$ cat src/rtl/mux_scan_ctrl.sv
`default_nettype none
// ============================================================================
// Module   : mux_scan_ctrl
// Purpose  : Round-robin scan controller for a 4:1 bit multiplexer stage.
//            Walks the mux select across the enabled channels in ascending
//            order. Each channel is held for dwell+1 cycles, and the mux
//            output is sampled on the last cycle of that dwell. The
//            collected bits are then offered as a 4-bit snapshot on a
//            valid/ready handshake.
// Ports    : clk        - system clock, rising edge
//            rst        - asynchronous active-high reset
//            start      - scan request, sampled only while idle
//            mask[3:0]  - channel enables, latched on accepted start
//            dwell      - per-channel dwell count, latched on accepted start
//            mux_sel    - registered mux select
//            mux_out    - mux output (combinational from mux_sel)
//            snap_data  - captured bits, bit i is channel i
//            snap_valid - snapshot available
//            snap_ready - consumer accepts snapshot
//            busy       - controller not idle
// Revision : 1.0 - initial release
// ============================================================================
module mux_scan_ctrl #(
    parameter int DWELL_W = 4
) (
    input  logic               clk,
    input  logic               rst,
    input  logic               start,
    input  logic [3:0]         mask,
    input  logic [DWELL_W-1:0] dwell,
    output logic [1:0]         mux_sel,
    input  logic               mux_out,
    output logic [3:0]         snap_data,
    output logic               snap_valid,
    input  logic               snap_ready,
    output logic               busy
);

    localparam logic [1:0] ST_IDLE = 2'd0;
    localparam logic [1:0] ST_SCAN = 2'd1;
    localparam logic [1:0] ST_HOLD = 2'd2;

    localparam logic [DWELL_W-1:0] C_CNT_ONE = {{(DWELL_W-1){1'b0}}, 1'b1};

    logic [1:0]         r_state;
    logic [3:0]         r_mask;
    logic [DWELL_W-1:0] r_dwell;
    logic [DWELL_W-1:0] r_cnt;
    logic [1:0]         r_mux_sel;
    logic [3:0]         r_snap_data;
    logic               r_snap_valid;

    logic [1:0]         w_first_sel;
    logic [1:0]         w_next_sel;
    logic               w_next_vld;
    logic               w_last_dwell;

    // Lowest set bit of the incoming mask: descending loop, so the lowest
    // index is written last and wins.
    always_comb begin
        w_first_sel = 2'd0;
        for (int i = 3; i >= 0; i--) begin
            if (mask[i]) begin
                w_first_sel = 2'(i);
            end
        end
    end

    // Lowest latched mask bit strictly above the current channel. No
    // wrap-around: if nothing is above, the scan is complete.
    always_comb begin
        w_next_vld = 1'b0;
        w_next_sel = r_mux_sel;
        for (int i = 3; i >= 0; i--) begin
            if (r_mask[i] && (i > int'(r_mux_sel))) begin
                w_next_vld = 1'b1;
                w_next_sel = 2'(i);
            end
        end
    end

    // Compared before incrementing, so an all-ones dwell never overflows.
    assign w_last_dwell = (r_cnt == r_dwell);

    always_ff @(posedge clk or posedge rst) begin
        if (rst) begin
            r_state      <= ST_IDLE;
            r_mask       <= 4'd0;
            r_dwell      <= {DWELL_W{1'b0}};
            r_cnt        <= {DWELL_W{1'b0}};
            r_mux_sel    <= 2'd0;
            r_snap_data  <= 4'd0;
            r_snap_valid <= 1'b0;
        end else begin
            case (r_state)
                ST_IDLE: begin
                    if (start) begin
                        r_snap_data <= 4'd0;
                        if (mask != 4'd0) begin
                            r_mask    <= mask;
                            r_dwell   <= dwell;
                            r_mux_sel <= w_first_sel;
                            r_cnt     <= {DWELL_W{1'b0}};
                            r_state   <= ST_SCAN;
                        end else begin
                            // Empty scan: present an all-zero snapshot at once.
                            r_snap_valid <= 1'b1;
                            r_state      <= ST_HOLD;
                        end
                    end
                end

                ST_SCAN: begin
                    if (w_last_dwell) begin
                        r_snap_data[r_mux_sel] <= mux_out;
                        r_cnt                  <= {DWELL_W{1'b0}};
                        if (w_next_vld) begin
                            r_mux_sel <= w_next_sel;
                        end else begin
                            // Last channel: select stays put through HOLD.
                            r_snap_valid <= 1'b1;
                            r_state      <= ST_HOLD;
                        end
                    end else begin
                        r_cnt <= r_cnt + C_CNT_ONE;
                    end
                end

                ST_HOLD: begin
                    if (snap_ready) begin
                        r_snap_valid <= 1'b0;
                        r_mux_sel    <= 2'd0;
                        r_state      <= ST_IDLE;
                    end
                end

                default: begin
                    r_state <= ST_IDLE;
                end
            endcase
        end
    end

    assign mux_sel    = r_mux_sel;
    assign snap_data  = r_snap_data;
    assign snap_valid = r_snap_valid;
    assign busy       = (r_state != ST_IDLE);

endmodule
`default_nettype wire
$ cat config.mk
export PLATFORM = sky130hd
export DESIGN_NAME = mux_scan_ctrl
export DESIGN_NICKNAME = d
export VERILOG_FILES = /design/src/rtl/mux_scan_ctrl.sv
export SDC_FILE = /design/constraint.sdc
export NUM_CORES = 1
export LEC_CHECK = 0
export CAP_MARGIN = 20
export CORE_MARGIN = 5
export CORE_UTILIZATION = 45
export DETAILED_ROUTE_END_ITERATION = 10
export PLACE_DENSITY = 0.73
export SYNTH_ARGS = -nofsm -noshare
export SYNTH_HDL_FRONTEND = slang
export SYNTH_SLANG_ARGS = --single-unit
$ cat constraint.sdc
create_clock -name clk -period 3 [get_ports clk]
set_input_delay 0.45 -clock clk [delete_from_list [all_inputs] [get_ports clk]]
set_output_delay 0.45 -clock clk [all_outputs]
set_load 0.02 [all_outputs]
# Word level (Yosys, flattened, before mapping)
# Index checks and enable logic that the tools add are counted.
# Widths: inputs -> output; s select.
[totals]
register_bits = 21
in_bits = 13
elab_cells = 76
[op_classes]
muxes = 37
addsub = 1
magnitude_cmp = 5
eq_ne = 11
reduce_logical = 15
[ops]
columns = ["op", "n"]
rows = [
  ["$mux 2", 16],
  ["$mux 4", 5],
  ["$pmux 4 s2", 2],
  ["$ne 2x2->1 const B", 7],
  ["$pmux 2 s3", 2],
  ["$mux 1", 9],
  ["$reduce_and 3->1", 3],
  ["$reduce_and 7->1", 1],
  ["$reduce_and 6->1", 1],
  ["$add 4x1->4 const B", 1],
  ["$bwmux 4", 1],
  ["$eq 4x4->1", 1],
  ["$gt 2x2->1 const A", 2],
  ["$logic_and 1x1->1", 4],
  ["$ne 4x4->1 const B", 1],
  ["$reduce_and 4->1", 1],
  ["$reduce_bool 2->1", 2],
  ["$reduce_bool 4->1", 1],
  ["$lt 2x3->1 const B", 1],
  ["$pmux 1 s3", 1],
  ["$reduce_bool 3->1", 1],
  ["$demux 1 s2", 1],
  ["$eq 2x1->1 const B", 1],
  ["$eq 2x2->1 const B", 1],
  ["other kinds (3)", 3],
]

# Depth between registers and ports, before layout
[logic_depth]
ltp_word = 8
ltp_mapped = 7
mapped_depth_nobuf = 6

# Least setup slack after synthesis
# Ideal clock, no wire load.
[synth_timing]
path_kind = "register to register"
from = "register r_state[0]"
to = "register r_mux_sel[0] (netlist: mux_sel[0])"
arrival_time_ps = 1743
path_buffers = 1
setup_slack_ps = 1131
required_ps = 2875
setup_ps = 125
stages_incl_launch_ff = 8
synth_period_minus_slack_ps = 1869
path_cell_list = "dfrtp_1 -> inv_1 -> ha_1 -> buf_2 -> nor2b_1 -> a2111oi_1 -> o211ai_1 -> mux2_4"
[synth_between]
elab_chain_len = 3
[synth_rtl]
columns = ["element", "line", "source"]
rows = [
  ["from (decl)", "45", "logic [1:0] r_state;"],
  ["from (signal assigned)", "87", "r_state <= ST_IDLE;"],
  ["from (signal assigned)", "104", "r_state <= ST_SCAN;"],
  ["from (signal assigned)", "108", "r_state <= ST_HOLD;"],
  ["$eq 2x1->1, or another cell as far along", "95", "case (r_state)"],
  ["$ne 4x4->1 (no source line), or another cell as far along", "n/a", ""],
  ["$reduce_and 7->1 (no source line)", "n/a", ""],
  ["to (signal assigned)", "102", "r_mux_sel <= w_first_sel;"],
  ["to (signal assigned)", "118", "r_mux_sel <= w_next_sel;"],
  ["to (decl)", "49", "logic [1:0] r_mux_sel;"],
]
# Parallel ways exist; a longest one is shown, timed or not.
# A chain may end at the register's enable or synchronous reset.

# Worst setup path in the final report
[layout_timing]
from = "register r_state[1]"
to = "output busy"
[layout_between]
elab_chain_len = 1
[layout_rtl]
columns = ["element", "line", "source"]
rows = [
  ["$reduce_bool 2->1", "147", "assign busy = (r_state != ST_IDLE);"],
  ["to (decl)", "36", "output logic busy"],
]
# Every way passes these cells.

==> results by group <==
Placed design
  • RD Place Congestion: 0.855
  • # port buffers: 20
  • HPWL after DPL: 2260 microns

Clocking
  • CTS hold repair buffers: 0
  • Cts bufs inserted: 3
  • CTS sink count: 20
  • Setup repair bufs after CTS: 0
  • Max Buffers Root-to-Sink: 2
  • CTS clock-pin slew for the worst setup and hold paths: 0.11 ns
  • Clock Root Buffer: clkbuf_4
  • CTS tree: built
  • Post-CTS Resized: 0
  • H-tree Lvls: 1
  • Worst skew pair latency: roughly 0.29 ns

Synthesis
  • Async set-or-reset flop fraction in the synthesized netlist: 100%
  • Number of flops mapped to enable cells by yosys: 0
  • Post-Synthesis Cells: 125
  • Seq/Total Area, Yosys: around two fifths
  • Dominant synthesized flop cell: dfrtp_1
  • Yosys synthesis warning count: 0
  • Yosys reg bits: 20
  • Unique masters post-synth: 48
  • Area of the mapped netlist: 1290 sq um
  • Mean post-synth cell area: a little over 10 sq um
  • Syn nets: 143

Timing
  • # setup viols final: 0
  • Min Hold Slack: 0.527 ns
  • Post-Route Skew: 0.000680 ns
  • Final hold violation count: 0
  • Tmin final: 2.26 ns
  • Worst slew pin tran: 0.758 ns
  • Max-slew headroom: 49.4%
  • Setup_tns: 0 ns
  • Final Cycle Share: around 75%
  • Slew Limit Fails: 0
  • Unrepaired setup endpoints after global routing: false
  • Max Fclk: between 0.4 and 0.5 GHz

Setup path
  • Crit end category: output port
  • Critical Path AT: 1.81 ns
  • Required time of the critical path: 2.55 ns
  • CP max FO: 9
  • R2R depth: 6
  • Crit path launch type: flop
  • Crit path kind: reg2out

Floorplanning
  • Die Footprint: between 4000 and 5000 sq um
  • Starting Density: 46.7%
  • Die Ht: about 63 microns
  • Core Region: between 2000 and 3000 sq um
  • Row cnt: 19
  • Die X: 63.5 microns
  • IO Pins: 21

Run status
  • Outcome: finished, final reports clean

Routing
  • Avg WL per Cell: 16.3 microns
  • Via count: 1052
  • # DRC: 0
  • DR iter-0 viols: 34
  • Post-route ant nets: 0
  • Total length of routed wires: 2890 microns
  • Pre-Repair DR Iteration Count: 4
  • Vias per cell: roughly 6

Flow run
  • MaxCap Viol Count: 0

Finish
  • Diodes inserted: 0
  • Layout Area Growth over Synthesis: 21.0%
  • Nets: 166
  • Share of cells above drive strength 1: 14.3%

Global route
  • First-pass GRT wire length: 4930 microns
  • Initial antenna violation count: 0
  • Pin count of the biggest net entering global routing: 21
  • Grt total ovfl: 0
  • Total track usage: 14.8%
  • Number of global-route vias before repair: 1090

Power and ir drop
  • Lkg Pwr: approximately 0.65 nW
  • Worst vdd ir: 0.000610 V
  • Pwr/cell area: 983 nW/um^2

Hold path
  • Hold Path Depth: 2
  • Hold Crit Class: reg2reg
-- routing by layer --
metal,share of wire (%),vias to the layer above,wire (microns),track usage (%)
met2,51,23,1470,27.0
met1,45,512,1290,18.4
li1,-,515,-,-
met4,0.55,0,16,3.12
met3,4.1,2,119,1.95
met5,0,-,0,0
-- cell families (layout without fill, tap and decap cells) --
| kind of cell | count (synthesis) | after routing | share of synthesized area [%] |
|---|---|---|---|
| buffers and inverters | 11 | 33 | 3.30 |
| AO/OA/AOI/OAI | 34 | 34 | 20.0 |
| adder cells (fa/ha/maj) | 5 | 5 | 4.86 |
| multiplexers | 12 | 12 | 10.4 |
| AND/OR/NAND/NOR | 39 | 39 | 17.8 |
| XOR/XNOR | 4 | 4 | 4.76 |
| flip-flops | 20 | 20 | 38.9 |
-- power by group --
part / leakage [nW] / internal [mW] / switching [mW]
logic: 0.370 / 0.394 / 0.491
clock network: 0.0210 / 0.0738 / 0.0803
registers: 0.255 / 0.371 / 0.122
total: 0.645 / 0.839 / 0.693
-- sequential cells by signal, indices dropped and copies added (netlist names) --
register and count:
r_state 2, r_mask 3, snap_valid 1, r_dwell 4, r_cnt 4, snap_data 4, mux_sel 2
-- cell type report --
| cell class | count | area, sq um |
|---|---|---|
| clock buffers | 4 | 36.3 |
| fillers | 245 | 1200 |
| inverters | 8 | 30.0 |
| multi-input cells | 94 | 744 |
| flip-flops and latches | 20 | 500 |
| well taps | 31 | 38.8 |
| repair buffers | 21 | 208 |
-- synth_stat cells (2+ instances only) --
cell	instances	area share (%)
nand4_1	2	0.97
a41oi_1	2	1.4
nor3_1	2	0.78
a21oi_1	5	1.9
a211oi_1	2	1.2
clkbuf_1	2	0.58
mux2_2	6	5.2
o31ai_1	2	1.2
dfrtp_1	20	39
nand2_1	12	3.5
o21ai_0	5	1.9
inv_1	8	2.3
mux2i_1	4	3.1
a31oi_1	3	1.5
nand3_1	4	1.6
ha_1	5	4.9
xor2_1	2	1.4
nor2b_1	4	1.9
nor4_1	3	1.5
nor2_1	4	1.2
-- path summary, 6_finish.rpt --
path	slack, ns	end	startpoint
max	0.74	busy	r_state[1]$_DFFE_PP0P_
min	0.53	snap_data[2]$_DFFE_PP0P_	snap_data[2]$_DFFE_PP0P_
max reg2reg	0.88	snap_data[0]$_DFFE_PP0P_	r_state[1]$_DFFE_PP0P_
min reg2reg	0.53	snap_data[2]$_DFFE_PP0P_	snap_data[2]$_DFFE_PP0P_
max in group asynchronous	1.95	r_state[0]$_DFFE_PP0P_	rst
min in group asynchronous	0.58	snap_data[0]$_DFFE_PP0P_	rst
-- through the flow --
step | setup slack [ns] | std cells | power (mW) | util (%) | area, sq um
2_1_floorplan | 1.13 | 125 | 1.13 | - | 1290
3_3_place_gp | 0.764 | 174 | 1.34 | 55.2 | 1520
3_5_place_dp | 0.698 | 174 | 1.38 | 55.2 | 1520
4_1_cts | 0.747 | 178 | 1.53 | 56.5 | 1560
5_1_grt | 0.638 | 178 | 1.64 | 56.5 | 1560
6_report | 0.737 | 178 | 1.53 | 56.5 | 1560
-- worst max-delay path, stage by stage (launching register included) --
cell and delay, ns:
dfrtp_1 0.42, inv_1 0.11, ha_1 0.36, inv_1 0.09, clkdlybuf4s50_1 0.54
-- cells in the final DEF, fill, tap and decap left out, drive strengths merged, types with 2 or more instances in the layout --
cell,netlist,layout
nor2,4,4
a31oi,3,3
inv,8,8
and3,2,2
clkdlybuf4s50,0,20
xor2,4,4
o31ai,2,2
nand2,12,12
a21oi,5,5
nand3,4,4
nand4,2,2
nor2b,4,4
a41oi,2,2
nor4,5,5
dfrtp,20,20
clkbuf,2,4
o21ai,6,6
a211oi,2,2
mux2,8,8
nor3,2,2
o311ai,2,2
ha,5,5
mux2i,4,4
(Power assumes the default switching activity.)
==> patch 1 (same settings) <==
The parameter `DWELL_W` goes from 4 to 3.
--- a/src/rtl/mux_scan_ctrl.sv
+++ b/src/rtl/mux_scan_ctrl.sv
@@ -21,7 +21,7 @@
 // Revision : 1.0 - initial release
 // ============================================================================
 module mux_scan_ctrl #(
-    parameter int DWELL_W = 4
+    parameter int DWELL_W = 3
 ) (
     input  logic               clk,
     input  logic               rst,
Ports: changed (resized dwell); port bits go from 21 to 20. No check against the original RTL was run, so the function may have changed too.
==> patch 1 against the original RTL <==
Synthesized area fell by 14%. Clock skew increased by 0.023 ns. Setup slack worse by 0.051 ns. Sequential cell count down 2. Sequential share of layout area grew 0.78 points. First-iteration DRC count fell by 56%. Non-clock buffer count is 2 lower. Design area fell by 12%. Global-route usage down 0.13 points. Power decreased by 7.7%. Routed wire length down 21%. Largest power group unchanged. Highest routed layer unchanged.
==> patch 1: results <==
metrics = {
    "pwr": {
        "power_clock_uw": 153,
        "sw_frac_of_total_pct": 42.2,
        "ir_drop_mv": 0.521,
        "p_clk_share_pct": 10.9,
        "p_leak_uw": 0.000575,
        "seq_power_uw": 448,
    },
    "detailed_routing": {
        "vias": 870,
        "routed_wl_um": 2290,
        "dr.pass1.iters": 2,
        "met2_wirelength_um": 1140,
        "wl_met1_um": 1040,
        "met3WireLength_um": 91,
        "detail_route.wl_per_cell_um": 14.4,
        "dr.first_iter.drc_count": 15,
    },
    "placed_design": {
        "portBuffers": 19,
        "hpwl_um": 1850,
        "place_congestion": 0.839,
        "placed_area_um2": 1330,
        "pre_cts_ws_ns": 0.707,
        "placed_cells": 155,
    },
    "yosys": {
        "yosysWarnings": 0,
        "ys_seq_area_share_pct": 40.4,
        "ys_types": 32,
        "synth_common_cells": "dfrtp_1, mux2_2, o21ai_0",
        "muxShareOfSynthArea_pct": 10.9,
        "yosys.area_share.xor_xnor_pct": 4.38,
        "synth_fa_ha_area_share_pct": 5.62,
        "ys_top_cells_by_area": "dfrtp_1, mux2_2, ha_1",
        "syn_avg_cell_area_um2": 10.3,
        "synth-compound-area-share_pct": 19.7,
        "syn-num-nets": 125,
    },
    "worst_setup_path": {
        "cp.arrival_ns": 1.86,
        "crit_fanout": 8,
        "cp_top_family": "buffers and inverters",
        "r2r-end": "mux_sel[0]$_DFFE_PP0P_",
        "rr_startpoint": "r_state[0]$_DFFE_PP0P_",
        "critPathMaxStageDelay_ns": 0.62,
        "r2r_cells": 6,
        "regToRegSetupSlack_ns": 0.86,
    },
    "clocking": {
        "clockRootBuffer": "clkbuf_4",
        "post_cts_resized": 0,
        "clock_latency_ns": 0.31,
        "post_cts.repair.setup_buffers": 0,
    },
    "sta": {
        "relSlewSlack_pct": 54.7,
        "whs_ns": 0.525,
        "finClkSkew_ns": 0.0237,
    },
    "layout": {
        "largest_reg_flops": 4,
        "final_layout_size_suffix_gt1_share_pct": 17.1,
        "nets": 147,
    },
    "global_routing": {
        "grt_max_degree": 19,
        "grt_pass1_wl_um": 4020,
        "grtUsageMet3_pct": 3.89,
        "grt_pass1_vias": 901,
        "antenna_found_initial": 0,
        "use_met2_pct": 25.2,
        "grtUsageTotal_pct": 14.7,
        "grtUsageMet1_pct": 18.9,
    },
    "min_path": {
        "min_path_type": "primary input to async pin",
    },
    "outcome": {
        "status": "complete, no violations",
    },
}
patch 1: cell count changes after synthesis, moves of 3 or more:
cell     delta
nand2_1     -5
o21ai_0     +4
mux2_2      +3
xnor2_2     +3
a31oi_1     -3
a22o_1      +4
patch 1: final cells by class:
cell class,instances,area (um^2)
Clock buffer,4,36.3
Fill cell,225,1060
Inverter,8,30.0
Multi-Input combinational cell,80,624
Sequential cell,18,450
Tap cell,30,37.5
Timing Repair Buffer,19,190
patch 1: worst max-delay path by stage:
stage | startpoint | to | slack, ns | depth (start not counted)
after floorplan | r_state[0]$_DFFE_PP0P_ | mux_sel[0]$_DFFE_PP0P_ | 1.03 | 7
after global placement | mask[1] | r_cnt[0]$_DFFE_PP0P_ | 0.75 | 5
after detailed placement | mask[1] | r_cnt[0]$_DFFE_PP0P_ | 0.71 | 5
after CTS | r_state[0]$_DFFE_PP0P_ | busy | 0.67 | 4
after global routing | r_state[0]$_DFFE_PP0P_ | busy | 0.56 | 4
final | r_state[0]$_DFFE_PP0P_ | busy | 0.69 | 4
==> patch 2 (config.mk and constraints unchanged) <==
Made on the original files. Reset style: synchronous (`rst`), changed in one clocked block. Comments in the files are not updated.
--- a/src/rtl/mux_scan_ctrl.sv
+++ b/src/rtl/mux_scan_ctrl.sv
@@ -82,7 +82,7 @@
     // Compared before incrementing, so an all-ones dwell never overflows.
     assign w_last_dwell = (r_cnt == r_dwell);
 
-    always_ff @(posedge clk or posedge rst) begin
+    always_ff @(posedge clk) begin
         if (rst) begin
             r_state      <= ST_IDLE;
             r_mask       <= 4'd0;
Check against the original RTL: differs if rst is asserted again (counterexample within 4 cycles, from zero or initial values and one cycle with rst high); with rst held inactive, the same outputs for 10 cycles.
==> patch 2 against the original RTL <==
Sequential cell count unchanged. Die area is 10% lower. Design area decreased by 12%. Clock skew barely moved. Setup slack got worse by 0.027 ns. Critical path depth stayed put. Clock power increased by 4%. Synthesized area shrank 12%. Power shrank 26%. Count of clock-buffer cells in the layout unchanged. Core utilization decreased by 0.93 points. Routed wire length down 7.3%. Combinational power is 32% lower. Largest cell class unchanged.
==> patch 2: results <==
metrics = {
    "outcome": {
        "status": "complete, no violations",
    },
    "min_path": {
        "min_path_type": "flop to flop",
        "hold_start": "r_mask[3]$_SDFFE_PP0P_",
        "hold_depth": 2,
        "min_to": "r_mask[3]$_SDFFE_PP0P_",
    },
    "global_routing": {
        "grtUsageTotal_pct": 16.5,
        "grt_pass1_wl_um": 4490,
        "grtUsageMet1_pct": 18.4,
        "use_met2_pct": 29.0,
        "grt_max_degree": 18,
        "antenna_found_initial": 0,
        "grt_pass1_vias": 1060,
        "grtUsageMet3_pct": 3.02,
    },
    "yosys": {
        "syn-num-nets": 153,
        "ys_types": 37,
        "ys_seq_area_share_pct": 35.2,
        "postSynth.asyncResetShare_pct": 0,
        "yosysWarnings": 0,
        "ys_top_cells_by_area": "dfxtp_1, a21oi_1, nor2_1",
        "synth_common_cells": "dfxtp_1, nor2_1, a21oi_1",
        "netlist.area_leader.share_pct": 35.2,
    },
    "worst_setup_path": {
        "rr_startpoint": "r_state[0]$_SDFFE_PP0P_",
        "r2r_cells": 7,
        "crit_path_start_kind": "flop",
        "cp.arrival_ns": 1.84,
        "crit_fanout": 10,
        "regToRegSetupSlack_ns": 1.02,
        "r2r-end": "r_dwell[2]$_SDFFE_PP0P_",
    },
    "clocking": {
        "cts.path.max_buffers": 2,
        "clock_latency_ns": 0.31,
        "cts_buffers": 3,
        "htree_num_levels": 1,
        "clockRootBuffer": "clkbuf_4",
        "post_cts_resized": 0,
        "clk_pin_slew_ns": 0.11,
        "post_cts.repair.setup_buffers": 0,
    },
    "placed_design": {
        "portBuffers": 20,
        "hpwl_um": 2090,
        "placed_area_um2": 1330,
        "place_congestion": 0.783,
    },
    "detailed_routing": {
        "dr.pass1.iters": 4,
        "dr.first_iter.drc_count": 31,
        "viasPerCell": 5.74,
        "routed_wl_um": 2680,
    },
    "pwr": {
        "p_leak_uw": 0.000524,
        "ir_drop_mv": 0.403,
        "p_switching_uw": 479,
    },
    "layout": {
        "antenna_cells": 0,
        "final_layout_size_suffix_gt1_share_pct": 8.50,
        "nets": 172,
        "fillCellCount": 256,
    },
    "sta": {
        "slew_violations": 0,
        "finClkSkew_ns": 0.000744,
        "relSlewSlack_pct": 59.6,
    },
}
[patch 2: cells by family after synthesis]
group	synth area share [%]
buffers and inverters	6.39
DFF	35.2
adders and majority gates	5.51
and+or+nand+nor	26.2
muxes	5.73
xor gates and xnor gates	3.08
AOI/OAI and AO/OA	17.8
[patch 2: through the flow]
| stage | power [uW] | worst slack, ns | utilization (%) | hold slack (ns) | std cells |
|---|---|---|---|---|---|
| after floorplan | 836 | 1.29 | - | 0.445 | 135 |
| after global placement | 962 | 0.805 | 54.1 | 0.459 | 179 |
| after detailed placement | 980 | 0.724 | 54.1 | 0.467 | 179 |
| after CTS | 1140 | 0.692 | 55.6 | 0.484 | 183 |
| after global routing | 1220 | 0.605 | 55.6 | 0.508 | 183 |
| final | 1140 | 0.711 | 55.6 | 0.485 | 183 |
[patch 2: how the worst max path moves through the flow]
stage	from	endpoint	cells past startpoint
final	r_state[1]$_SDFFE_PP0P_	busy	4
after global routing	r_state[1]$_SDFFE_PP0P_	busy	4
after CTS	r_state[1]$_SDFFE_PP0P_	busy	4
after global placement	start	r_cnt[1]$_SDFFE_PP0P_	5
after floorplan	r_state[0]$_SDFFE_PP0P_	mux_sel[1]$_SDFFE_PP0P_	8
after detailed placement	start	r_cnt[1]$_SDFFE_PP0P_	5
[patch 2: area by class of cell]
cell class	count	area (um^2)	area share (%)
multi-input combinational	102	663	48.6
sequential	20	400	29.4
timing repair buffer	20	200	14.7
tap	30	37.5	2.75
clock buffer	4	36.3	2.66
inverter	7	26.3	1.93
[patch 2: power by group through the flow]
stage | Clock [uW] | Sequential, uW | Combinational (uW)
final | 160 | 379 | 600
after global routing | 176 | 384 | 661
after CTS | 165 | 377 | 601
after detailed placement | 0 | 384 | 596
after global placement | 0 | 380 | 581
after floorplan | 0 | 388 | 448
[patch 2: metal layers]
metal / wire [um] / part of all wire (%) / vias to the layer above
met5: 0 / 0 / -
met4: 73 / 2.7 / 0
met3: 150 / 5.6 / 9
met2: 1350 / 50 / 31
met1: 1110 / 41 / 498
li1: - / - / 513
[patch 2: critical path, cell delays in order (launching register included)]
cell and delay (ns):
dfxtp_1 0.40, inv_1 0.08, ha_1 0.32, inv_1 0.13, clkdlybuf4s50_1 0.60
